### src/rtl/branch_update_queue.sv
// In-order queue of fetch-group predictions that turns execute-stage branch
// resolutions into predictor update writes. Optional statistics counters: BRANCH_UPDATE_QUEUE_STATS_EN.
module branch_update_queue #(
  parameter int DEPTH  = 4,
  parameter int ADDR_W = 2
) (
  input  logic                     clock,
  input  logic                     reset_n,
  input  logic                     stall,
  input  logic                     fetch_valid,
  input  logic [ADDR_W-1:0]        fetch_addr,
  input  logic [3:0]               fetch_pred,
  input  logic [3:0]               fetch_branch_mask,
  input  logic                     resolve_valid,
  input  logic                     resolve_taken,
  output logic                     update,
  output logic                     branch_result,
  output logic [ADDR_W-1:0]        buffer_addr,
  output logic [1:0]               buffer_offset,
  output logic                     mispredict,
  output logic                     full,
  output logic                     empty,
  output logic [$clog2(DEPTH):0]   count,
  output logic                     overflow,
  output logic                     underflow,
  output logic [15:0]              stat_resolved,
  output logic [15:0]              stat_mispred
);

  localparam int PW = $clog2(DEPTH);
  localparam int CW = PW + 1;

  // Lowest pending slot of an entry is the oldest unresolved branch in it.
  function automatic logic [1:0] lowest_slot(input logic [3:0] p);
    logic [1:0] s;
    if (p[0]) begin
      s = 2'd0;
    end else if (p[1]) begin
      s = 2'd1;
    end else if (p[2]) begin
      s = 2'd2;
    end else begin
      s = 2'd3;
    end
    return s;
  endfunction

  logic [ADDR_W-1:0] addr_q    [DEPTH];
  logic [ADDR_W-1:0] addr_d    [DEPTH];
  logic [3:0]        pred_q    [DEPTH];
  logic [3:0]        pred_d    [DEPTH];
  logic [3:0]        pending_q [DEPTH];
  logic [3:0]        pending_d [DEPTH];
  logic [PW-1:0]     head_q, head_d;
  logic [PW-1:0]     tail_q, tail_d;
  logic [CW-1:0]     count_q, count_d;

  logic              update_q, update_d;
  logic              result_q, result_d;
  logic [ADDR_W-1:0] baddr_q, baddr_d;
  logic [1:0]        boff_q, boff_d;
  logic              misp_q, misp_d;
  logic              ovf_q, ovf_d;
  logic              unf_q, unf_d;

  logic              full_s, empty_s;
  logic              resolve_ok_s, flush_s, push_req_s, push_s, drop_s, pop_s;
  logic [3:0]        head_pending_s, new_pending_s;
  logic [1:0]        slot_s;

  assign full_s         = (count_q == CW'(DEPTH));
  assign empty_s        = (count_q == {CW{1'b0}});
  assign head_pending_s = pending_q[head_q];
  assign slot_s         = lowest_slot(head_pending_s);
  assign new_pending_s  = head_pending_s & ~(4'b0001 << slot_s);
  assign resolve_ok_s   = resolve_valid & ~empty_s;
  assign flush_s        = resolve_ok_s & (resolve_taken != pred_q[head_q][slot_s]);
  assign push_req_s     = fetch_valid & ~stall & (fetch_branch_mask != 4'b0000);
  assign push_s         = push_req_s & ~full_s & ~flush_s;
  assign drop_s         = push_req_s & full_s & ~flush_s;
  assign pop_s          = resolve_ok_s & (flush_s | (new_pending_s == 4'b0000));

  // Next-state for queue storage, pointers, and the registered update outputs.
  always_comb begin
    addr_d    = addr_q;
    pred_d    = pred_q;
    pending_d = pending_q;
    head_d    = head_q;
    tail_d    = tail_q;
    count_d   = count_q;
    update_d  = resolve_ok_s;
    result_d  = resolve_ok_s & resolve_taken;
    baddr_d   = {ADDR_W{1'b0}};
    boff_d    = 2'd0;
    misp_d    = flush_s;
    ovf_d     = ovf_q | drop_s;
    unf_d     = unf_q | (resolve_valid & empty_s);

    if (resolve_ok_s) begin
      baddr_d = addr_q[head_q];
      boff_d  = slot_s;
      pending_d[head_q] = flush_s ? 4'b0000 : new_pending_s;
    end else begin
      baddr_d = {ADDR_W{1'b0}};
    end

    if (push_s) begin
      addr_d[tail_q]    = fetch_addr;
      pred_d[tail_q]    = fetch_pred;
      pending_d[tail_q] = fetch_branch_mask;
      tail_d            = tail_q + PW'(1);
    end else begin
      tail_d = tail_q;
    end

    // A mispredict squashes everything younger, so the queue collapses to empty.
    if (flush_s) begin
      head_d  = tail_q;
      count_d = {CW{1'b0}};
    end else begin
      head_d  = pop_s ? head_q + PW'(1) : head_q;
      count_d = count_q + CW'(push_s) - CW'(pop_s);
    end
  end

  // State register with synchronous active-low reset.
  always_ff @(posedge clock) begin
    if (!reset_n) begin
      for (int i = 0; i < DEPTH; i++) begin
        addr_q[i]    <= {ADDR_W{1'b0}};
        pred_q[i]    <= 4'b0000;
        pending_q[i] <= 4'b0000;
      end
      head_q   <= {PW{1'b0}};
      tail_q   <= {PW{1'b0}};
      count_q  <= {CW{1'b0}};
      update_q <= 1'b0;
      result_q <= 1'b0;
      baddr_q  <= {ADDR_W{1'b0}};
      boff_q   <= 2'd0;
      misp_q   <= 1'b0;
      ovf_q    <= 1'b0;
      unf_q    <= 1'b0;
    end else begin
      addr_q    <= addr_d;
      pred_q    <= pred_d;
      pending_q <= pending_d;
      head_q    <= head_d;
      tail_q    <= tail_d;
      count_q   <= count_d;
      update_q  <= update_d;
      result_q  <= result_d;
      baddr_q   <= baddr_d;
      boff_q    <= boff_d;
      misp_q    <= misp_d;
      ovf_q     <= ovf_d;
      unf_q     <= unf_d;
    end
  end

  assign update        = update_q;
  assign branch_result = result_q;
  assign buffer_addr   = baddr_q;
  assign buffer_offset = boff_q;
  assign mispredict    = misp_q;
  assign full          = full_s;
  assign empty         = empty_s;
  assign count         = count_q;
  assign overflow      = ovf_q;
  assign underflow     = unf_q;

`ifdef BRANCH_UPDATE_QUEUE_STATS_EN
  logic [15:0] stat_res_q, stat_res_d;
  logic [15:0] stat_mis_q, stat_mis_d;

  // Saturating counters driven by the registered output pulses.
  always_comb begin
    stat_res_d = stat_res_q;
    stat_mis_d = stat_mis_q;
    if (update_q && (stat_res_q != 16'hFFFF)) begin
      stat_res_d = stat_res_q + 16'd1;
    end else begin
      stat_res_d = stat_res_q;
    end
    if (misp_q && (stat_mis_q != 16'hFFFF)) begin
      stat_mis_d = stat_mis_q + 16'd1;
    end else begin
      stat_mis_d = stat_mis_q;
    end
  end

  // Statistics register.
  always_ff @(posedge clock) begin
    if (!reset_n) begin
      stat_res_q <= 16'h0000;
      stat_mis_q <= 16'h0000;
    end else begin
      stat_res_q <= stat_res_d;
      stat_mis_q <= stat_mis_d;
    end
  end

  assign stat_resolved = stat_res_q;
  assign stat_mispred  = stat_mis_q;
`else
  assign stat_resolved = 16'h0000;
  assign stat_mispred  = 16'h0000;
`endif

endmodule

### config.mk
export PLATFORM = sky130hd
export DESIGN_NAME = branch_update_queue
export DESIGN_NICKNAME = d
export VERILOG_FILES = /design/src/rtl/branch_update_queue.sv
export SDC_FILE = /design/constraint.sdc
export NUM_CORES = 1
export LEC_CHECK = 0
export CAP_MARGIN = 30
export CORE_ASPECT_RATIO = 0.9
export CORE_MARGIN = 2
export CORE_UTILIZATION = 30
export DETAILED_ROUTE_END_ITERATION = 16
export PLACE_DENSITY = 0.59
export SYNTH_ARGS = -nofsm -noshare
export SYNTH_HDL_FRONTEND = slang
export SYNTH_SLANG_ARGS = --single-unit
### constraint.sdc
create_clock -name clock -period 4.43 [get_ports clock]
set_input_delay 1.329 -clock clock [delete_from_list [all_inputs] [get_ports clock]]
set_output_delay 1.329 -clock clock [all_outputs]
set_load 0.05 [all_outputs]
# Yosys cells after proc, flatten, opt, wreduce, memory -nomap -nowiden
# Index checks and enable logic that the tools add are counted.
# word_totals
rom_bits,0
reg_bits,56
word_cells,94
mem_bits_rw,0
inputBits,16
mem_count,0
output_inout_bits,46
latchBits,0
# classes
n_reduce_logical,8
bitwise_logic,23
div,0
addsub,4
shifts,1
eq_ne,2
muxes,29
magnitude_cmp,5
n_mul,0
# ops
operator,count
bitwise mux 16 bit,3
2-to-1 mux 16 bit,2
2-to-1 mux 4 bit,7
binary-select mux 4 bit (select 2 bit),2
demux 4 bit (select 2 bit),2
2-to-1 mux 2 bit,7
AND 1 bit,11
bitwise mux 8 bit,1
greater-or-equal comparator 3 bit (second input constant),2
less-than comparator 3 x 1 -> 1 bit (second input constant),2
inverter 2 -> 3 bit,2
inverter 1 bit,5
adder 2 x 1 -> 2 bit (second input constant),2
AND 4 bit,1
binary-select mux 2 bit (select 2 bit),1
demux 2 bit (select 2 bit),1
zero test 4 bit,1
inverter 4 bit,1
nonzero test 4 bit,1
<< shifter 1 x 2 -> 4 bit (first input constant),1
adder 3 x 1 -> 3 bit,1
== test 3 bit (second input constant),1
zero test 3 bit,1
less-than comparator 2 x 3 -> 1 bit (second input constant),1
9 further kinds,13

# Depth between registers and ports, before layout
# Gate-level depths: netlist of run 1.
# depth
ltp_word,16
ltp_mapped,15

# Least setup slack after synthesis of run 1
# No wires, ideal clock.
# synth_path
path_kind,reg-to-reg
from,reg count_q[2] (netlist: count[2])
to,reg count_q[2] (netlist: count[2])
slack_ns,0.018
synth_period_minus_slack_ns,4.412
t_required_ns,4.315
stages_incl_launch_ff,14
t_arrival_ns,4.296
path_buffers,2
setup_ns,0.115
path_cell_list,dfxtp_1 nor3_1 nand2b_1 nor4_1 or4b_1 buf_2 clkbuf_1 ha_1 inv_1 ha_1 fa_1 xor2_1 xnor2_1 and3_1
# synth_between
elab_chain_len,8
# synth_lines
item,line,source
"start, declared",56,"logic [CW-1:0] count_q, count_d;"
"start signal, assigned",136,count_q <= {CW{1'b0}};
"start signal, assigned",150,count_q <= count_d;
zero test 3 bit (*),72,assign empty_s = (count_q == {CW{1'b0}});
net empty,22,"output logic empty,"
inverter 1 bit (*),76,assign resolve_ok_s = resolve_valid & ~empty_s;
AND 1 bit (*),76,
AND 1 bit,77,assign flush_s = resolve_ok_s & (resolve_taken != pred_q[head_q][slot_s]);
inverter 1 bit,79,assign push_s = push_req_s & ~full_s & ~flush_s;
AND 1 bit,79,
adder 3 x 1 -> 3 bit,122,count_d = count_q + CW'(push_s) - CW'(pop_s);
subtractor 3 x 1 -> 3 bit,122,
# Mark *: on every way through the listed nets, which the timed path passes. The rest lies on a longest branch.
# A chain may end at the register's enable or synchronous reset.

# Worst setup path after layout of run 1
# layout_path
from,reg head_q[0]
to,reg count_q[2] (netlist: count[2])
# layout_between
elab_chain_len,15
# layout_lines
item,line,source
"start, declared",54,"logic [PW-1:0] head_q, head_d;"
"start signal, assigned",134,head_q <= {PW{1'b0}};
inverter 2 -> 3 bit (implied by the code) (*),"73, 77",
binary-select mux 4 bit (select 2 bit),73,assign head_pending_s = pending_q[head_q];
2-to-1 mux 4 bit (implied by the code) (2 in a row),73,
2-to-1 mux 1 bit,40,end else if (p[2]) begin
2-to-1 mux 2 bit,38,end else if (p[1]) begin
2-to-1 mux 2 bit,36,if (p[0]) begin
binary-select mux 1 bit (select 2 bit),77,
2-to-1 mux 1 bit (implied by the code),77,
inequality test 1 bit,77,
AND 1 bit,77,
inverter 1 bit,79,
AND 1 bit,79,
adder 3 x 1 -> 3 bit,122,
subtractor 3 x 1 -> 3 bit,122,
# Mark *: on every way between the ends. The rest lies on a longest branch, timed or not. The select of a mux whose other input is x is not followed.

==> results.cfg, run 1 <==
[run_status]
status = finished clean

[clocking]
worstSkewPairLatency_ns = 0.31
clkTransAtPathRegs_ns = 0.10
h-tree-depth = 2
ctsResizeCount = 0
hold_buffers = 0
cts_buffers = 5
cts_setup_buffers = 0
cts_tree = done
cts_max_path_buffers = 2
clock_sinks = 56
cts_root_buf = clkbuf_8

[pwr]
peakVddDrop_uv = 271
p_leak_nw = 1.52
power_density_nw_per_um2 = 468

[setup_path]
arrival_ns = 4.10
worstPathBufferInverterCount = 2
critPathCapture = count[2]$_SDFF_PP0_
critical_path_required_ns = 4.64
crit_type = reg2reg
crit_top_cell = ha_1
reg2regPathDepth = 13
crit_cells = 13
startpoint_type = flip-flop
r2r-start = head_q[0]$_SDFFE_PN0P_
critPathLaunch = head_q[0]$_SDFFE_PN0P_
worst_path_dominant_cell_family = simple AND/OR/NAND/NOR gates
r2r_slack_ns = 0.54
crit_chain = buf_4 > mux4_2 > nor3b_1 > o31a_1 > nor4_1 > or4b_1 > ha_1 > inv_1 > ha_1 > fa_1 > xor2_1 > xnor2_1 > and3_1
endpoint_kind = flip-flop
timing.rr.end = count[2]$_SDFF_PP0_
slowest_delay_ns = 0.57
critPathSlowestCell = dfxtp_1
crit_fanout = 6

[global_route]
track_usage_pct = 12.3
grt_max_degree = 58
grt_pass1_vias = 2072
antenna_found_initial = 0
grt_pass1_wl_um = 10500
overflow = 0

[placed_design]
pre_cts_ws_ns = 0.212
gp_congestion = 0.799
io_buffers = 29
dp_hpwl_um = 4710

[sta]
layout_worst_path_cycle_share_pct = 87.8
setup_tns_ns = 0
slew_violations = 0
hold_viol_final = 0
fin_ws_ns = 0.542
rsz0062_at_grt = no
max_freq_mhz = 257
worstMarginPinSlew_ns = 0.697
finalCriticalPeriod_ns = 3.89
finalSetupViolations = 0
maxSlewHeadroom_pct = 53.5
clock_skew_ns = 0.00430

[floorplan]
start_util_pct = 30.9
num_rows = 34
dieArea_um2 = 10800
die_w_um = 109
ioPinCount = 62
die_y_um = 98.6
core_region_area_um2 = 9660

[synth]
netlist_area_um2 = 2980
synthCells = 310
synth_top_area_share_pct = 37.6
yosysSeqAreaShare_pct = 37.6
synth-edff-count = 0
async_flop_share_pct = 0
synth_top_area_cell = dfxtp_1
synth-main-ff-cell = dfxtp_1
synth_seq_cells = 56
synth_area_leaders = dfxtp_1, mux2i_1, buf_4
synth_area_per_cell_um2 = 9.62
synth-warning-count = 0
synth_cell_types = 41

[cells_and_area]
nets = 365
drive_above_1_share_pct = 9.14
areaGrowthSynthToFinish_pct = 12.8
n_antenna_cell = 0
fillers = 991

[detailed_routing]
via_per_inst = 4.70
first_iter_violations = 170
ant_nets = 0
routedWlPerCell_um = 13.9
num_vias = 2185
firstDrtPassIters = 4
finalWirelength_um = 6470
drc = 0

[hold_path]
min_path_type = reg2reg
worstHoldPathCells = 2

[job]
maxCapViolCount = 0
cell usage after synthesis, drive strengths merged, types with 4 or more instances:
| cell | instances |
|---|---|
| nand4 | 4 |
| ha | 10 |
| nor2b | 4 |
| or2 | 5 |
| buf | 39 |
| nand2 | 46 |
| nor3 | 4 |
| a32oi | 4 |
| nand3 | 5 |
| mux4 | 10 |
| nor2 | 12 |
| and3 | 9 |
| dfxtp | 56 |
| clkbuf | 9 |
| mux2i | 33 |
| inv | 14 |
| a31oi | 9 |
| a21oi | 6 |
| o31ai | 8 |
sequential cells by signal (all words and copies together) (netlist names):
signal	flops
addr_q	8
branch_result	1
buffer_addr	2
buffer_offset	2
count	3
head_q	2
mispredict	1
overflow	1
pending_q	16
pred_q	16
tail_q	2
underflow	1
update	1
area by class of cell:
cell class              instances  area [um2]  area share [%]
clock buffers                   5        68.8            2.05
flip-flops and latches         56        1120            33.3
multi-input cells             223        1590            47.2
well taps                     126         158            4.69
clock inverters                 3        23.8           0.707
repair buffers                 38         353            10.5
inverters                      14        52.6            1.56
layer usage:
metal	GRT usage, %	wire length [um]	up-vias
met5	0	0	-
li1	-	-	1075
met3	2.65	344	2
met4	2.37	18	0
met2	19.4	3090	56
met1	17.5	3010	1052
how the worst min path moves through the flow:
stage / slack, ns / to / from
global route: 0.49 / addr_q[5]$_SDFFE_PN0P_ / addr_q[5]$_SDFFE_PN0P_
detailed placement: 0.45 / pred_q[11]$_SDFFE_PN0P_ / pred_q[11]$_SDFFE_PN0P_
global placement: 0.44 / pred_q[8]$_SDFFE_PN0P_ / pred_q[8]$_SDFFE_PN0P_
CTS: 0.47 / pred_q[11]$_SDFFE_PN0P_ / pred_q[11]$_SDFFE_PN0P_
floorplan: 0.44 / addr_q[2]$_SDFFE_PN0P_ / addr_q[2]$_SDFFE_PN0P_
finish: 0.47 / pred_q[11]$_SDFFE_PN0P_ / pred_q[11]$_SDFFE_PN0P_
stage by stage:
stage	cells	utilization [%]	cell area, um2	power (W)	hold WS [ns]
finish	465	34.8	3360	0.00157	0.465
global route	465	34.8	3360	0.00168	0.491
CTS	465	34.8	3360	0.00159	0.468
detailed placement	457	33.9	3270	0.00130	0.453
global placement	457	33.9	3270	0.00130	0.443
floorplan	341	-	3100	0.00114	0.435
worst register-to-register path, cell delays in order, from the launching register on:
cell and delay [ns]:
dfxtp_1 0.57, buf_4 0.22, mux4_2 0.53, nor3b_1 0.22
o31a_1 0.27, nor4_1 0.08, or4b_1 0.57, ha_1 0.30
inv_1 0.04, ha_1 0.19, fa_1 0.37, xor2_1 0.16
xnor2_1 0.12, and3_1 0.17
cells in the final DEF (no fill, tap or decap), drive strengths merged, types with 2 or more instances in the layout:
cell type,instances
a31oi,9
buf,10
clkinvlp,2
nor3,4
nand4,4
nor2,12
nor2b,4
or2,5
nand2,46
nand3,5
mux4,10
and3,9
a21oi,6
xor2,3
xnor2,3
clkdlybuf4s50,28
a32oi,4
a211oi,3
mux2i,33
ha,10
o31ai,8
clkbuf,5
dfxtp,56
inv,14
conb,32
report_power, final:
part / leakage [nW] / switching (W) / internal, W
logic: 1.02 / 0.000427 / 0.000260
clock network: 0.0404 / 0.000171 / 0.000112
registers: 0.454 / 0.0000524 / 0.000552
total: 1.52 / 0.000651 / 0.000924
cell families (layout without fill, tap and decap cells):
kind of cell	after synthesis	count (layout)	share of synthesized area [%]
adder cells (fa/ha/maj)	11	11	4.87
other	1	32	0.126
AO/OA/AOI/OAI	35	35	8.31
buffers and inverters	62	60	13.1
AND/OR/NAND/NOR	96	96	15.6
flip-flops	56	56	37.6
multiplexers	43	43	18.6
XOR/XNOR	6	6	1.76
Power figures use the tool's default switching activity.
==> run 2: changes to the inputs <==
CTS_BUF_LIST = sky130_fd_sc_hd__clkbuf_16   (was not set)
==> results.cfg, run 2 (synthesis gave the netlist of run 1 again) <==
[setup_path]
r2r_slack_ns = 0.54
crit_chain = clkdlybuf4s50_1 > or4_1 > nand3b_1 > or4b_1 > ha_1 > inv_1 > ha_1 > fa_1 > xor2_1 > xnor2_1 > and3_1
critical_path_required_ns = 4.62
crit_type = in2reg
startpoint_type = primary input
endpoint_kind = flip-flop
slowest_delay_ns = 0.57
critPathSlowestCell = clkdlybuf4s50_1
crit_fanout = 5
arrival_ns = 4.08
crit_top_cell = ha_1

[floorplan]
dieArea_um2 = 10800
ioPinCount = 62
core_region_area_um2 = 9660
start_util_pct = 30.9
die_y_um = 98.6
num_rows = 34
die_w_um = 109

[sta]
clock_skew_ns = 0.00588
finalSetupViolations = 0
fin_hold_ws_ns = 0.461
max_freq_mhz = 257
worstMarginPinSlew_ns = 0.695
setup_tns_ns = 0
fin_ws_ns = 0.537
layout_worst_path_cycle_share_pct = 87.9
slew_violations = 0
hold_viol_final = 0
finalCriticalPeriod_ns = 3.89
rsz0062_at_grt = no
maxSlewHeadroom_pct = 53.7

[cells_and_area]
fillers = 988
layout_common_cells = dfxtp_1, nand2_1, mux2i_1, conb_1, clkdlybuf4s50_1
final_common_cell = dfxtp_1
nets = 365
multi_input_area_um2 = 1590
areaGrowthSynthToFinish_pct = 14.6
n_antenna_cell = 0
reg_top3 = pending_q x16, pred_q x16, addr_q x8
seq_area_um2 = 1120
drive_above_1_share_pct = 9.14
final_cells = 465

[global_route]
met2_usage_pct = 19.5
busiest_layer = met2
antenna_found_initial = 0
grt_util_met3_pct = 2.84
grt_pass1_vias = 2079
grt_use_met1_pct = 17.5
track_usage_pct = 12.5
grt_pass1_wl_um = 10500
grt_max_degree = 58
overflow = 0

[hold_path]
min_path_type = reg2reg

[pwr]
p_sw_w = 0.000662
p_sw_share_pct = 39.3
peakVddDrop_uv = 271
power_w = 0.00168
share_comb_of_total_power_pct = 40.7
p_clk_share_pct = 23.5
p_leak_nw = 1.54
sequentialPowerShare_pct = 35.9
p_int_w = 0.00102
power_density_nw_per_um2 = 492

[clocking]
ctsResizeCount = 0
worstSkewPairLatency_ns = 0.30
hold_buffers = 0
clock_sinks = 56
cts_buffers = 5
clkTransAtPathRegs_ns = 0.07
h-tree-depth = 2
cts_tree = done
cts_root_buf = clkbuf_16
cts_max_path_buffers = 2
cts_setup_buffers = 0

[detailed_routing]
drc = 0
ant_nets = 0
via_per_inst = 4.73
routedWlPerCell_um = 14.0
finalWirelength_um = 6500
firstDrtPassIters = 4
first_iter_violations = 143
num_vias = 2201

[placed_design]
dp_cells = 457
dp_hpwl_um = 4710
gp_congestion = 0.799
io_buffers = 29
pre_cts_ws_ns = 0.212

[job]
maxCapViolCount = 0

[run_status]
status = finished clean
==> run 2: layer usage <==
layer,routed length (um),up-vias
li1,-,1075
met1,3000,1055
met2,3090,67
met3,369,4
met4,40,0
met5,0,-
==> run 2: cell type report <==
cell class,instances,share of cell area (%)
clock buffer,5,3.66
sequential,56,32.8
inverter,14,1.54
tap,126,4.61
multi-input combinational,223,46.4
timing repair buffer,38,10.3
clock inverter,3,0.695
==> run 2: metrics by stage <==
step / utilization, % / cell area (um2)
2_1_floorplan: - / 3100
3_3_place_gp: 33.9 / 3270
3_5_place_dp: 33.9 / 3270
4_1_cts: 35.4 / 3420
5_1_grt: 35.4 / 3420
6_report: 35.4 / 3420
==> run 2: worst paths after layout <==
| kind | from | to | cells past startpoint |
|---|---|---|---|
| hold reg to reg | pred_q[11]$_SDFFE_PN0P_ | pred_q[11]$_SDFFE_PN0P_ | 2 |
| hold / removal | pred_q[11]$_SDFFE_PN0P_ | pred_q[11]$_SDFFE_PN0P_ | 2 |
| setup reg to reg | head_q[0]$_SDFFE_PN0P_ | count[2]$_SDFF_PP0_ | 13 |
| setup / recovery | fetch_branch_mask[2] | count[2]$_SDFF_PP0_ | 11 |
==> run 2: worst max-delay path: cells and delay by family <==
family / cells / cell delay [ns]
buffers and inverters: 2 / 0.61
xor gates and xnor gates: 2 / 0.28
and+or+nand+nor: 4 / 1.00
adders and majority gates: 3 / 0.86
==> run 2: power groups by stage <==
stage          combinational (W)  sequential (W)  clock (W)
6_report                0.000685        0.000604   0.000395
5_1_grt                 0.000744        0.000614   0.000430
4_1_cts                 0.000690        0.000606   0.000402
3_5_place_dp            0.000686        0.000617          0
3_3_place_gp            0.000681        0.000617          0
2_1_floorplan           0.000468        0.000668          0
